**src/rtl/myproject_hls_deadlock_pkg.sv**
```systemverilog
// Shared types and constants for the HLS deadlock reporter: FSM states, timestamp width and report field offsets.
package myproject_hls_deadlock_pkg;

    typedef enum logic [1:0] {
        ST_IDLE    = 2'd0,
        ST_CONFIRM = 2'd1,
        ST_REPORT  = 2'd2,
        ST_HOLD    = 2'd3
    } dl_state_e;

    localparam int TIMESTAMP_W = 32;
    localparam int CNT_W       = 8;
    localparam int CHAN_LSB    = 0;

    // Report layout is {timestamp, axis_snap, chan_snap} with chan_snap at bit 0.
    function automatic int axis_lsb(input int num_proc);
        return num_proc;
    endfunction

    function automatic int ts_lsb(input int num_proc);
        return 2 * num_proc;
    endfunction

    function automatic int report_w(input int num_proc);
        return 2 * num_proc + TIMESTAMP_W;
    endfunction

endpackage

```
**src/rtl/myproject_hls_deadlock_confirm_cnt.sv**
```systemverilog
// Saturating 8-bit debounce counter; done flags the cycle that completes the confirm window.
module myproject_hls_deadlock_confirm_cnt
    import myproject_hls_deadlock_pkg::*;
#(
    parameter int unsigned CONFIRM_CYCLES = 16
) (
    input  logic             clock,
    input  logic             reset_n,
    input  logic             load,
    input  logic             inc,
    input  logic             clr,
    output logic [CNT_W-1:0] cnt,
    output logic             done
);

    localparam logic [CNT_W-1:0] DONE_VAL = CNT_W'(CONFIRM_CYCLES - 1);
    localparam logic [CNT_W-1:0] CNT_MAX  = {CNT_W{1'b1}};

    // Counter register: clear beats load beats increment; increment stops at all-ones.
    always_ff @(posedge clock or negedge reset_n) begin
        if (!reset_n) begin
            cnt <= {CNT_W{1'b0}};
        end else if (clr) begin
            cnt <= {CNT_W{1'b0}};
        end else if (load) begin
            cnt <= CNT_W'(1);
        end else if (inc && (cnt != CNT_MAX)) begin
            cnt <= cnt + CNT_W'(1);
        end else begin
            cnt <= cnt;
        end
    end

    assign done = (cnt == DONE_VAL);

endmodule

```
**src/rtl/myproject_hls_deadlock_reporter.sv**
```systemverilog
// Debounces the deadlock-monitor block signal, snapshots the blocked processes and offers one report.
// Optional macro DEADLOCK_REPORT_TIMESTAMP_EN builds the free-running timestamp; otherwise the field reads 0.
module myproject_hls_deadlock_reporter
    import myproject_hls_deadlock_pkg::*;
#(
    parameter int unsigned            NUM_PROC       = 6,
    parameter int unsigned            CONFIRM_CYCLES = 16,
    parameter logic [TIMESTAMP_W-1:0] TIMESTAMP_INIT = 32'h0000_0000
) (
    input  logic                         clock,
    input  logic                         reset_n,
    input  logic                         block,
    input  logic [NUM_PROC-1:0]          chan_block_vec,
    input  logic [NUM_PROC-1:0]          axis_block_vec,
    input  logic                         clear,
    output logic                         report_valid,
    input  logic                         report_ready,
    output logic [2*NUM_PROC+TIMESTAMP_W-1:0] report_data,
    output logic                         deadlock_flag
);

    localparam int  REPORT_W       = report_w(NUM_PROC);
    localparam int  AXIS_LSB       = axis_lsb(NUM_PROC);
    localparam int  TS_LSB         = ts_lsb(NUM_PROC);
    localparam bit  DIRECT_CAPTURE = (CONFIRM_CYCLES == 1);

    dl_state_e               state_r;
    dl_state_e               state_s;
    logic                    cnt_load_s;
    logic                    cnt_inc_s;
    logic                    cnt_clr_s;
    logic                    capture_s;
    logic                    handshake_s;
    logic [CNT_W-1:0]        confirm_cnt_s;
    logic                    cnt_done_s;
    logic [TIMESTAMP_W-1:0]  timestamp_s;
    logic [NUM_PROC-1:0]     chan_snap_r;
    logic [NUM_PROC-1:0]     axis_snap_r;
    logic [TIMESTAMP_W-1:0]  ts_snap_r;
    logic [REPORT_W-1:0]     snap_s;

    assign handshake_s = report_valid & report_ready;

`ifdef DEADLOCK_REPORT_TIMESTAMP_EN
    logic [TIMESTAMP_W-1:0] ts_r;

    // Free-running cycle counter; wraps silently.
    always_ff @(posedge clock or negedge reset_n) begin
        if (!reset_n) begin
            ts_r <= TIMESTAMP_INIT;
        end else begin
            ts_r <= ts_r + TIMESTAMP_W'(1);
        end
    end

    assign timestamp_s = ts_r;
`else
    logic unused_ts_init_s;
    assign unused_ts_init_s = ^TIMESTAMP_INIT;
    assign timestamp_s      = {TIMESTAMP_W{1'b0}};
`endif

    myproject_hls_deadlock_confirm_cnt #(
        .CONFIRM_CYCLES (CONFIRM_CYCLES)
    ) u_confirm_cnt (
        .clock   (clock),
        .reset_n (reset_n),
        .load    (cnt_load_s),
        .inc     (cnt_inc_s),
        .clr     (cnt_clr_s),
        .cnt     (confirm_cnt_s),
        .done    (cnt_done_s)
    );

    // FSM state register.
    always_ff @(posedge clock or negedge reset_n) begin
        if (!reset_n) begin
            state_r <= ST_IDLE;
        end else begin
            state_r <= state_s;
        end
    end

    // Next-state logic; clear overrides everything, including a coincident handshake.
    always_comb begin
        state_s = state_r;
        if (clear) begin
            state_s = ST_IDLE;
        end else begin
            case (state_r)
                ST_IDLE: begin
                    if (block) begin
                        state_s = DIRECT_CAPTURE ? ST_REPORT : ST_CONFIRM;
                    end else begin
                        state_s = ST_IDLE;
                    end
                end
                ST_CONFIRM: begin
                    if (!block) begin
                        state_s = ST_IDLE;
                    end else if (cnt_done_s) begin
                        state_s = ST_REPORT;
                    end else begin
                        state_s = ST_CONFIRM;
                    end
                end
                ST_REPORT: begin
                    if (handshake_s) begin
                        state_s = ST_HOLD;
                    end else begin
                        state_s = ST_REPORT;
                    end
                end
                ST_HOLD: state_s = ST_HOLD;
                default: state_s = ST_IDLE;
            endcase
        end
    end

    // FSM control decode for the debounce counter and snapshot capture.
    always_comb begin
        cnt_load_s = 1'b0;
        cnt_inc_s  = 1'b0;
        cnt_clr_s  = clear;
        capture_s  = 1'b0;
        if (!clear) begin
            case (state_r)
                ST_IDLE: begin
                    if (block) begin
                        capture_s  = DIRECT_CAPTURE;
                        cnt_load_s = !DIRECT_CAPTURE;
                    end else begin
                        cnt_clr_s  = 1'b1;
                    end
                end
                ST_CONFIRM: begin
                    if (block && cnt_done_s) begin
                        capture_s = 1'b1;
                        cnt_clr_s = 1'b1;
                    end else if (block) begin
                        cnt_inc_s = 1'b1;
                    end else begin
                        cnt_clr_s = 1'b1;
                    end
                end
                ST_REPORT: cnt_clr_s = 1'b1;
                ST_HOLD:   cnt_clr_s = 1'b1;
                default:   cnt_clr_s = 1'b1;
            endcase
        end else begin
            cnt_clr_s = 1'b1;
        end
    end

    // Handshake valid and sticky flag.
    always_ff @(posedge clock or negedge reset_n) begin
        if (!reset_n) begin
            report_valid  <= 1'b0;
            deadlock_flag <= 1'b0;
        end else if (clear) begin
            report_valid  <= 1'b0;
            deadlock_flag <= 1'b0;
        end else if (capture_s) begin
            report_valid  <= 1'b1;
            deadlock_flag <= 1'b1;
        end else if (handshake_s) begin
            report_valid  <= 1'b0;
            deadlock_flag <= deadlock_flag;
        end else begin
            report_valid  <= report_valid;
            deadlock_flag <= deadlock_flag;
        end
    end

    // Snapshot registers change only at capture.
    always_ff @(posedge clock or negedge reset_n) begin
        if (!reset_n) begin
            chan_snap_r <= {NUM_PROC{1'b0}};
            axis_snap_r <= {NUM_PROC{1'b0}};
            ts_snap_r   <= {TIMESTAMP_W{1'b0}};
        end else if (capture_s) begin
            chan_snap_r <= chan_block_vec;
            axis_snap_r <= axis_block_vec;
            ts_snap_r   <= timestamp_s;
        end else begin
            chan_snap_r <= chan_snap_r;
            axis_snap_r <= axis_snap_r;
            ts_snap_r   <= ts_snap_r;
        end
    end

    // Report word assembly; gated by valid so the bus reads zero when idle or in reset.
    always_comb begin
        snap_s = {REPORT_W{1'b0}};
        snap_s[CHAN_LSB +: NUM_PROC]    = chan_snap_r;
        snap_s[AXIS_LSB +: NUM_PROC]    = axis_snap_r;
        snap_s[TS_LSB   +: TIMESTAMP_W] = ts_snap_r;
    end

    assign report_data = snap_s & {REPORT_W{report_valid}};

endmodule
```
**config.mk**
```make
export PLATFORM = sky130hd
export DESIGN_NAME = myproject_hls_deadlock_reporter
export DESIGN_NICKNAME = d
export VERILOG_FILES = /design/src/rtl/myproject_hls_deadlock_pkg.sv /design/src/rtl/myproject_hls_deadlock_confirm_cnt.sv /design/src/rtl/myproject_hls_deadlock_reporter.sv
export SDC_FILE = /design/constraint.sdc
export NUM_CORES = 1
export LEC_CHECK = 0
export ABC_AREA = 1
export BUFFER_PORTS_ARGS = -buffer_cell sky130_fd_sc_hd__buf_2
export CAP_MARGIN = 20
export CORE_UTILIZATION = 41
export CTS_CLUSTER_DIAMETER = 50
export DETAILED_ROUTE_END_ITERATION = 8
export PLACE_DENSITY = 0.76
export SLEW_MARGIN = 0
export SYNTH_ARGS = -nofsm -noshare
export SYNTH_HDL_FRONTEND = slang
export SYNTH_SLANG_ARGS = --single-unit
```
**constraint.sdc**
```tcl
create_clock -name clock -period 1.2 [get_ports clock]
set_input_delay 0.24 -clock clock [delete_from_list [all_inputs] [get_ports clock]]
set_output_delay 0.24 -clock clock [all_outputs]
set_load 0.005 [all_outputs]
```
After elaboration in Yosys (flattened, before gate mapping):

Index checks and enable logic that the tools add are counted.

* register bits: 24
* bits of input ports: 17
* output and inout port bits: 46
* logic and storage cells: 48

* add/sub/neg operators: 1
* equality and inequality tests: 5
* multiplexer cells: 27
* bitwise gates (word level): 2
* reduce and logical (&&, ||, !) cells: 7

Operator list (number)
* 12-bit by 44-bit AND with 44-bit output: 1
* 8-bit 2-to-1 mux: 3
* 1-bit 2-to-1 mux: 19
* 8-bit by 1-bit adder with 8-bit output, second input constant: 1
* 8-bit by 4-bit equality test with 1-bit output, second input constant: 1
* 8-bit != test, second input constant: 1
* 2-bit case mux with 4 select lines: 1
* 2-bit 2-to-1 mux: 3
* 3-bit nonzero test: 2
* 2-bit equality test, second input constant: 2
* 1-bit case mux with 3 select lines: 1
* 2-bit by 1-bit equality test with 1-bit output, second input constant: 1
* 1-bit logical AND: 2
* 2-bit zero test: 1
* 2-bit nonzero test: 1
* 2-bit OR reduction: 1
* 1-bit AND: 1

Logic depth before layout (Yosys ltp):

Gate-level depths: netlist of the first run.

* depth after elaboration: 9
* gate-level depth with buffers: 8
* depth with buffers taken out: 8

By module:

From an unflattened synthesis of the first run, not the netlist that was laid out.

* cell total of the unflattened synthesis: 221
* area total of the unflattened synthesis: 1630.3 um^2

By module, submodules not included
* myproject_hls_deadlock_reporter: times used 1, cells an instance 143, area each 1077.3 um^2, sequential area each 400.4 um^2
* myproject_hls_deadlock_confirm_cnt: times used 1, cells an instance 78, area each 553.0 um^2, sequential area each 200.2 um^2

Least setup slack after synthesis of the first run:

OpenSTA, ideal clock, no wires.

* path type: reg-to-reg
* start point: register u_confirm_cnt.cnt[0]
* end point: register axis_snap_r[3]
* library setup time: 116 ps
* arrival: 1212 ps
* required time: 1084 ps
* path slack: -128 ps
* stages on the path, launching flop included: 8
* buffers on the path: 1
* clock period less this slack: 1328 ps
* path through: dfrtp_1 ha_1 nand3_4 nor2_8 nand2_4 buf_6 nand2_1 nand2_1

* cells in the longest elaborated chain, start to end: 5

Ends and longest elaborated chain
* start: declaration: line myproject_hls_deadlock_confirm_cnt.sv:12 `output logic [CNT_W-1:0] cnt,`
* start signal: assignment: line myproject_hls_deadlock_confirm_cnt.sv:22 `cnt <= {CNT_W{1'b0}};`
* start signal: assignment: line myproject_hls_deadlock_confirm_cnt.sv:24 `cnt <= {CNT_W{1'b0}};`
* start signal: assignment: line myproject_hls_deadlock_confirm_cnt.sv:28 `cnt <= cnt + CNT_W'(1);`
* 8-bit by 4-bit equality test with 1-bit output: line myproject_hls_deadlock_confirm_cnt.sv:34 `assign done = (cnt == DONE_VAL);`
* 1-bit logical AND: line myproject_hls_deadlock_reporter.sv:137 `if (block && cnt_done_s) begin`
* 1-bit 2-to-1 mux: line myproject_hls_deadlock_reporter.sv:137
* 1-bit 2-to-1 mux
* 1-bit 2-to-1 mux: line myproject_hls_deadlock_reporter.sv:126 `if (!clear) begin`
* end signal: assignment: line myproject_hls_deadlock_reporter.sv:179 `axis_snap_r <= {NUM_PROC{1'b0}};`
* end signal: assignment: line myproject_hls_deadlock_reporter.sv:183 `axis_snap_r <= axis_block_vec;`
* end signal: assignment: line myproject_hls_deadlock_reporter.sv:187 `axis_snap_r <= axis_snap_r;`
* end: declaration: line myproject_hls_deadlock_reporter.sv:38 `logic [NUM_PROC-1:0] axis_snap_r;`

Every way passes these cells.
A chain may end at the register's enable or synchronous reset.

Worst setup path after layout of the first run:

* start point: register u_confirm_cnt.cnt[0]
* end point: register u_confirm_cnt.cnt[2]

* cells in the longest elaborated chain, start to end: 7
* elaborated cells between the ends (all ways): 15
* those cells by class: add/sub: 1; eq/ne: 2; mux: 9; reduce/logical: 3

Ends and longest elaborated chain
* parallel branches: the longest is 7 deep, another holds 8-bit by 1-bit adder with 8-bit output

Several ways; the timed one is not identified. The select of a mux whose other input is x is not followed.

==> results.sh, run 1 <==
export IMPL_cp_slowest_cell="dfrtp_1"
export IMPL_maxSlewHeadroom_pct=63.3
export IMPL_end_kind="register"
export IMPL_synth_seq_area_share_pct=39.8
export IMPL_r2r_slack_ns=-0.16
export IMPL_clk_latency_ns=0.27
export IMPL_leakage_nw=1.17
export IMPL_critPathKind="register to register"
export IMPL_nFillCells=296
export IMPL_viasPerCell=4.58
export IMPL_cp_arrival_ns=1.54
export IMPL_clock_sinks=24
export IMPL_wirelength_um=3510
export IMPL_postRouteAntennaNets=0
export IMPL_ir_drop_uv=630
export IMPL_initial_core_util_pct=43.8
export IMPL_whs_path_depth=2
export IMPL_hold_path_class="primary input to register"
export IMPL_reg2reg_to="u_confirm_cnt.cnt[2]"
export IMPL_hpwl_um=2180
export IMPL_avgRoutedWirePerCell_um=12.0
export IMPL_drt_iter0_markers=33
export IMPL_post_place_ws_ns=-0.101
export IMPL_synth_area_leader_cell="dfrtp_1"
export IMPL_syn_to_final_growth_pct=33.9
export IMPL_io_pins=63
export IMPL_fin_skew_ns=0.00334
export IMPL_vias=1333
export IMPL_hold_violations=0
export IMPL_numCtsBuffers=3
export IMPL_syn_avg_cell_area_um2=7.89
export IMPL_drc_errors=0
export IMPL_p_total_mw=1.69
export IMPL_fin_crit_sh_pct=114
export IMPL_multi_input_area_um2=795
export IMPL_grt_pass1_vias=1212
export IMPL_die_h_um=62.6
export IMPL_portBuffers=30
export IMPL_final_layout_size_suffix_gt1_share_pct=43.3
export IMPL_place_congestion=0.796
export IMPL_netlist_instances=191
export IMPL_setup_ws_ns=-0.164
export IMPL_synth_warning_count=0
export IMPL_crit_path_max_incr_delay_ns=0.42
export IMPL_clock_fmax_mhz=733
export IMPL_synth_cell_type_count=28
export IMPL_crit_chain="ha_4 -> nand3_4 -> nor3_4 -> nand2_2 -> a21oi_2 -> nor2_1"
export IMPL_fin_util_pct=58.7
export IMPL_ys_top_cells_by_area="dfrtp_1, buf_4, nand2_1"
export IMPL_rows=21
export IMPL_cts_clk_slew_worst_paths_ns=0.09
export IMPL_rr_startpoint="u_confirm_cnt.cnt[0]"
export IMPL_status="finished, violations left"
export IMPL_antennaDiodeCount=0
export IMPL_power_density_nw_per_um2=837
export IMPL_layout_cells_non_filler=291
export IMPL_worst_path_max_fanout=6
export IMPL_coreArea_um2=3440
export IMPL_grt_setup_unrepaired="true"
export IMPL_grt_usage_pct=18.0
export IMPL_setup_violations=37
export IMPL_max_cap_viol_count=0
export IMPL_dp_cells=278
export IMPL_antenna_found_initial=0
export IMPL_dieWidth_um=62.6
export IMPL_cts_tree="done"
export IMPL_grt_pass1_wl_um=5550
export IMPL_seq_area_um2=601
export IMPL_grt_ovfl_total=0
export IMPL_htreeDepth=1
export IMPL_reg2reg_depth=6
export IMPL_ys_ff_latch=24
export IMPL_final_nets=264
export IMPL_fin_crit_ns=1.36
export IMPL_slew_violations=0
export IMPL_tightest_slew_ns=0.550
export IMPL_min_from="report_ready"
export IMPL_whs_endpoint="report_valid"
export IMPL_critPathLaunchType="register"
export IMPL_cts_root_buf="clkbuf_8"
export IMPL_dr_pass1_iters=4
export IMPL_cts_buffer_depth=2
export IMPL_yosysTopAreaCellShare_pct=39.8
export IMPL_grt_max_degree=25
export IMPL_required_ns=1.38
export IMPL_die_area_um2=3920
export IMPL_violations="setup timing"
export IMPL_syn_area_um2=1510
-- worst max-delay path: cells and delay by family, from the launching register on --
family          cells  cell delay (ns)
compound gates      1             0.15
fa+ha+maj           1             0.17
simple gates        4             0.51
flops               1             0.42
-- synth_stat cells --
cell type / number
nor3_4: 1
dfrtp_1: 24
nand4_1: 2
nand3_4: 1
inv_1: 22
nor2_1: 6
xnor2_1: 1
nand2_1: 53
conb_1: 1
nand2_4: 1
nor2_4: 1
xor2_1: 2
nand3_1: 18
nor3_1: 1
a21oi_1: 7
clkbuf_1: 1
nor2_8: 1
ha_1: 1
o21ai_0: 2
inv_2: 1
o21ai_1: 1
buf_4: 34
nand2_2: 2
nor2_2: 3
nand3b_1: 1
a31oi_1: 1
buf_6: 1
o31ai_1: 1
-- how the worst max path moves through the flow --
| stage | from | end | slack, ns |
|---|---|---|---|
| after CTS | u_confirm_cnt.cnt[1] | u_confirm_cnt.cnt[2] | -0.12 |
| after floorplan | u_confirm_cnt.cnt[0] | axis_snap_r[3] | -0.05 |
| after global routing | u_confirm_cnt.cnt[1] | u_confirm_cnt.cnt[2] | -0.24 |
| after global placement | u_confirm_cnt.cnt[1] | u_confirm_cnt.cnt[2] | -0.03 |
| final | u_confirm_cnt.cnt[0] | u_confirm_cnt.cnt[2] | -0.16 |
| after detailed placement | u_confirm_cnt.cnt[0] | u_confirm_cnt.cnt[5] | -0.10 |
-- cell type report --
cell class,count,area share [%]
Tap cell,46,2.85
Inverter,23,4.28
Timing Repair Buffer,54,20.3
Sequential cell,24,29.7
Clock inverter,1,1.49
Clock buffer,3,2.04
Multi-Input combinational cell,140,39.3
-- cell usage in the layout (no fill, tap or decap), types with 4 or more instances in the layout --
| cell | n |
|---|---|
| buf_2 | 24 |
| nor2_1 | 5 |
| buf_4 | 15 |
| buf_6 | 13 |
| inv_1 | 9 |
| nand3_1 | 18 |
| a21oi_1 | 4 |
| nand2_2 | 15 |
| inv_2 | 14 |
| dfrtp_1 | 24 |
| nand2_1 | 37 |
| conb_1 | 32 |
-- power by group --
part	switching (mW)	total, mW	leakage (nW)	internal (mW)
Sequential	0.00587	0.820	0.333	0.814
Clock	0.286	0.733	0.0357	0.447
Combinational	0.0898	0.138	0.800	0.0481
Total	0.382	1.69	1.17	1.31
-- registers in the layout (all words and copies together) (netlist names) --
register,flops
u_confirm_cnt.cnt,8
report_valid,1
state_r,2
axis_snap_r,6
chan_snap_r,6
deadlock_flag,1
-- cells by family (layout without fill, tap and decap cells) --
family,after synthesis,count (layout),share of synthesized area (%)
fa+ha+maj,1,1,0.830
xor+xnor,3,3,1.74
flops,24,24,39.8
other cells,1,32,0.249
buf+inv,59,81,23.7
simple gates,91,92,29.5
compound gates,12,12,4.23
-- timing repair --
item,CTS,global route
setup buffers,4,2
endpoints found under the setup margin,35,37
pin swaps,1,1
gates resized for setup,24,32
cloned,1,1
hold buffers,1,0
endpoints found under the hold margin,24,0
-- metal layers --
| metal | up-vias | share of wire (%) | global-route usage, % | routed length (um) |
|---|---|---|---|---|
| met5 | - | 0 | 0 | 0 |
| met4 | 0 | 2.8 | 9.88 | 99 |
| met3 | 9 | 3.9 | 2.01 | 136 |
| met2 | 54 | 51 | 30.2 | 1780 |
| met1 | 626 | 42 | 22.4 | 1490 |
| li1 | 644 | - | - | - |
-- through the flow --
step / TNS, ns / hold slack [ns] / cell area, um2
after floorplan: -0.473 / -0.0556 / 1640
after global placement: -0.154 / 0.249 / 1710
after detailed placement: -1.08 / 0.261 / 1710
after CTS: -2.56 / 0.161 / 1900
after global routing: -6.08 / 0.177 / 2020
final: -3.82 / 0.177 / 2020
Note: power is estimated with default switching activity, not from simulation.
==> run 2: changes to the inputs <==
CTS_CLUSTER_SIZE = 30   (was default)
PLACE_DENSITY = 0.78   (was 0.76)
==> results.sh, run 2 (synthesis results as in run 1) <==
export IMPL_numCtsBuffers=3
export IMPL_grt_ovfl_total=0
export IMPL_grt_max_degree=25
export IMPL_status="finished, violations left"
export IMPL_wl_met1_um=1310
export IMPL_maxSlewHeadroom_pct=64.4
export IMPL_hpwl_um=2060
export IMPL_critPathKind="register to output port"
export IMPL_avgRoutedWirePerCell_um=10.5
export IMPL_hold_violations=0
export IMPL_final_area_um2=1980
export IMPL_portBuffers=30
export IMPL_cp_arrival_ns=1.05
export IMPL_cts_root_buf="clkbuf_8"
export IMPL_ir_drop_uv=613
export IMPL_p_int_mw=1.30
export IMPL_topRoutingLayerUsed="met4"
export IMPL_grt_pass1_vias=1127
export IMPL_place_congestion=0.829
export IMPL_clk_latency_ns=0.26
export IMPL_antennaDiodeCount=0
export IMPL_comb_power_share_pct=7.9
export IMPL_final_layout_size_suffix_gt1_share_pct=43.5
export IMPL_fin_util_pct=57.6
export IMPL_io_pins=63
export IMPL_cts_clk_slew_worst_paths_ns=0.09
export IMPL_power_density_nw_per_um2=834
export IMPL_top_register="u_confirm_cnt.cnt"
export IMPL_clock_fmax_mhz=773
export IMPL_die_h_um=62.6
export IMPL_fin_skew_ns=0.00309
export IMPL_end_kind="output port"
export IMPL_power_switching_mw=0.351
export IMPL_critPathLaunchType="register"
export IMPL_wl_met3_um=134
export IMPL_drc_errors=0
export IMPL_switching_share_pct=21.2
export IMPL_antenna_found_initial=0
export IMPL_htreeDepth=1
export IMPL_p_total_mw=1.65
export IMPL_fin_crit_ns=1.29
export IMPL_seq_power_share_pct=49.5
export IMPL_grt_setup_unrepaired="true"
export IMPL_met2_length_um=1480
export IMPL_dpl_cell_area_um2=1710
export IMPL_rows=21
export IMPL_final_nets=258
export IMPL_required_ns=0.96
export IMPL_final_common_cell="nand2_1"
export IMPL_initial_core_util_pct=43.8
export IMPL_setup_ws_ns=-0.0934
export IMPL_max_cap_viol_count=0
export IMPL_grt_usage_pct=15.8
export IMPL_dp_cells=278
export IMPL_tightest_slew_ns=0.534
export IMPL_drt_iter0_markers=51
export IMPL_violations="setup timing"
export IMPL_layout_cells_non_filler=285
export IMPL_post_place_ws_ns=-0.0537
export IMPL_worst_path_max_fanout=6
export IMPL_reg_largest_list="u_confirm_cnt.cnt: 8 flops, axis_snap_r: 6 flops, chan_snap_r: 6 flops"
export IMPL_wirelength_um=3010
export IMPL_leakage_nw=1.15
export IMPL_viasPerCell=4.35
export IMPL_syn_to_final_growth_pct=31.5
export IMPL_slew_violations=0
export IMPL_pwr_share_clk_pct=42.6
export IMPL_fin_crit_sh_pct=108
export IMPL_largest_register_ffs=8
export IMPL_setup_violations=32
export IMPL_coreArea_um2=3440
export IMPL_dieWidth_um=62.6
export IMPL_hold_path_class="primary input to register"
export IMPL_cts_buffer_depth=2
export IMPL_die_area_um2=3920
export IMPL_dr_pass1_iters=4
export IMPL_cts_tree="done"
export IMPL_postRouteAntennaNets=0
export IMPL_layout_cells_most_common_list="nand2_1, conb_1, buf_2, dfrtp_1, nand2_2"
export IMPL_grt_pass1_wl_um=4850
export IMPL_clock_sinks=24
export IMPL_vias=1240
[run 2: changes by cell type in the layout (fill, tap and decap cells not counted), moves of 3 or more]
cell | previous run | this run
nand3_1 | 18 | 11
o21ai_1 | 0 | 3
nand3_2 | 0 | 7
buf_4 | 15 | 12
buf_6 | 13 | 9
[run 2: through the flow]
step | setup TNS, ns | hold WS, ns
6_report | -1.55 | 0.173
3_5_place_dp | -0.197 | 0.256
2_1_floorplan | -0.473 | -0.0556
5_1_grt | -3.88 | 0.175
4_1_cts | -1.25 | 0.163
3_3_place_gp | -0.0853 | 0.250
[run 2: layer usage]
layer	up-vias	global-route usage, %
met1	563	19.7
met5	-	0
li1	624	-
met2	47	26.2
met4	0	9.30
met3	6	1.82
[run 2: path summary, 6_finish.rpt]
kind,slack [ns],to,startpoint,cells past startpoint
worst max-delay path,-0.09,report_data[4],report_valid,4
worst min-delay path,0.17,report_valid,report_ready,2
worst max register to register,-0.07,u_confirm_cnt.cnt[2],u_confirm_cnt.cnt[1],6
worst min register to register,0.50,chan_snap_r[5],chan_snap_r[5],2
max in group asynchronous,0.36,u_confirm_cnt.cnt[3],reset_n,2
min in group asynchronous,0.48,u_confirm_cnt.cnt[7],reset_n,2
[run 2: critical path, cell delays in order, from the launching register on]
cell	delay (ns)
dfrtp_1	0.42
buf_6	0.17
nand2_4	0.06
inv_2	0.02
buf_2	0.11
[run 2: repair_timing]
action	4_1_cts	5_1_grt
hold buffers	1	0
endpoints found under the hold margin	24	0
cloned	0	1
buffers inserted	0	1
pin swaps	9	2
setup endpoints to repair	33	37
resized for setup	20	37
[run 2: power groups by stage]
stage	clock network (mW)	logic, mW	registers, mW
2_1_floorplan	0	0.130	0.835
3_3_place_gp	0	0.119	0.834
3_5_place_dp	0	0.120	0.834
4_1_cts	0.716	0.129	0.818
5_1_grt	0.751	0.148	0.820
6_report	0.705	0.131	0.819
[run 2: area by class of cell]
type,instances,area [um2]
Fill cell,313,1460
Multi-Input combinational cell,139,816
Sequential cell,24,601
Timing Repair Buffer,49,352
Inverter,23,86.3
Tap cell,46,57.6
Clock buffer,3,41.3
Clock inverter,1,30.0
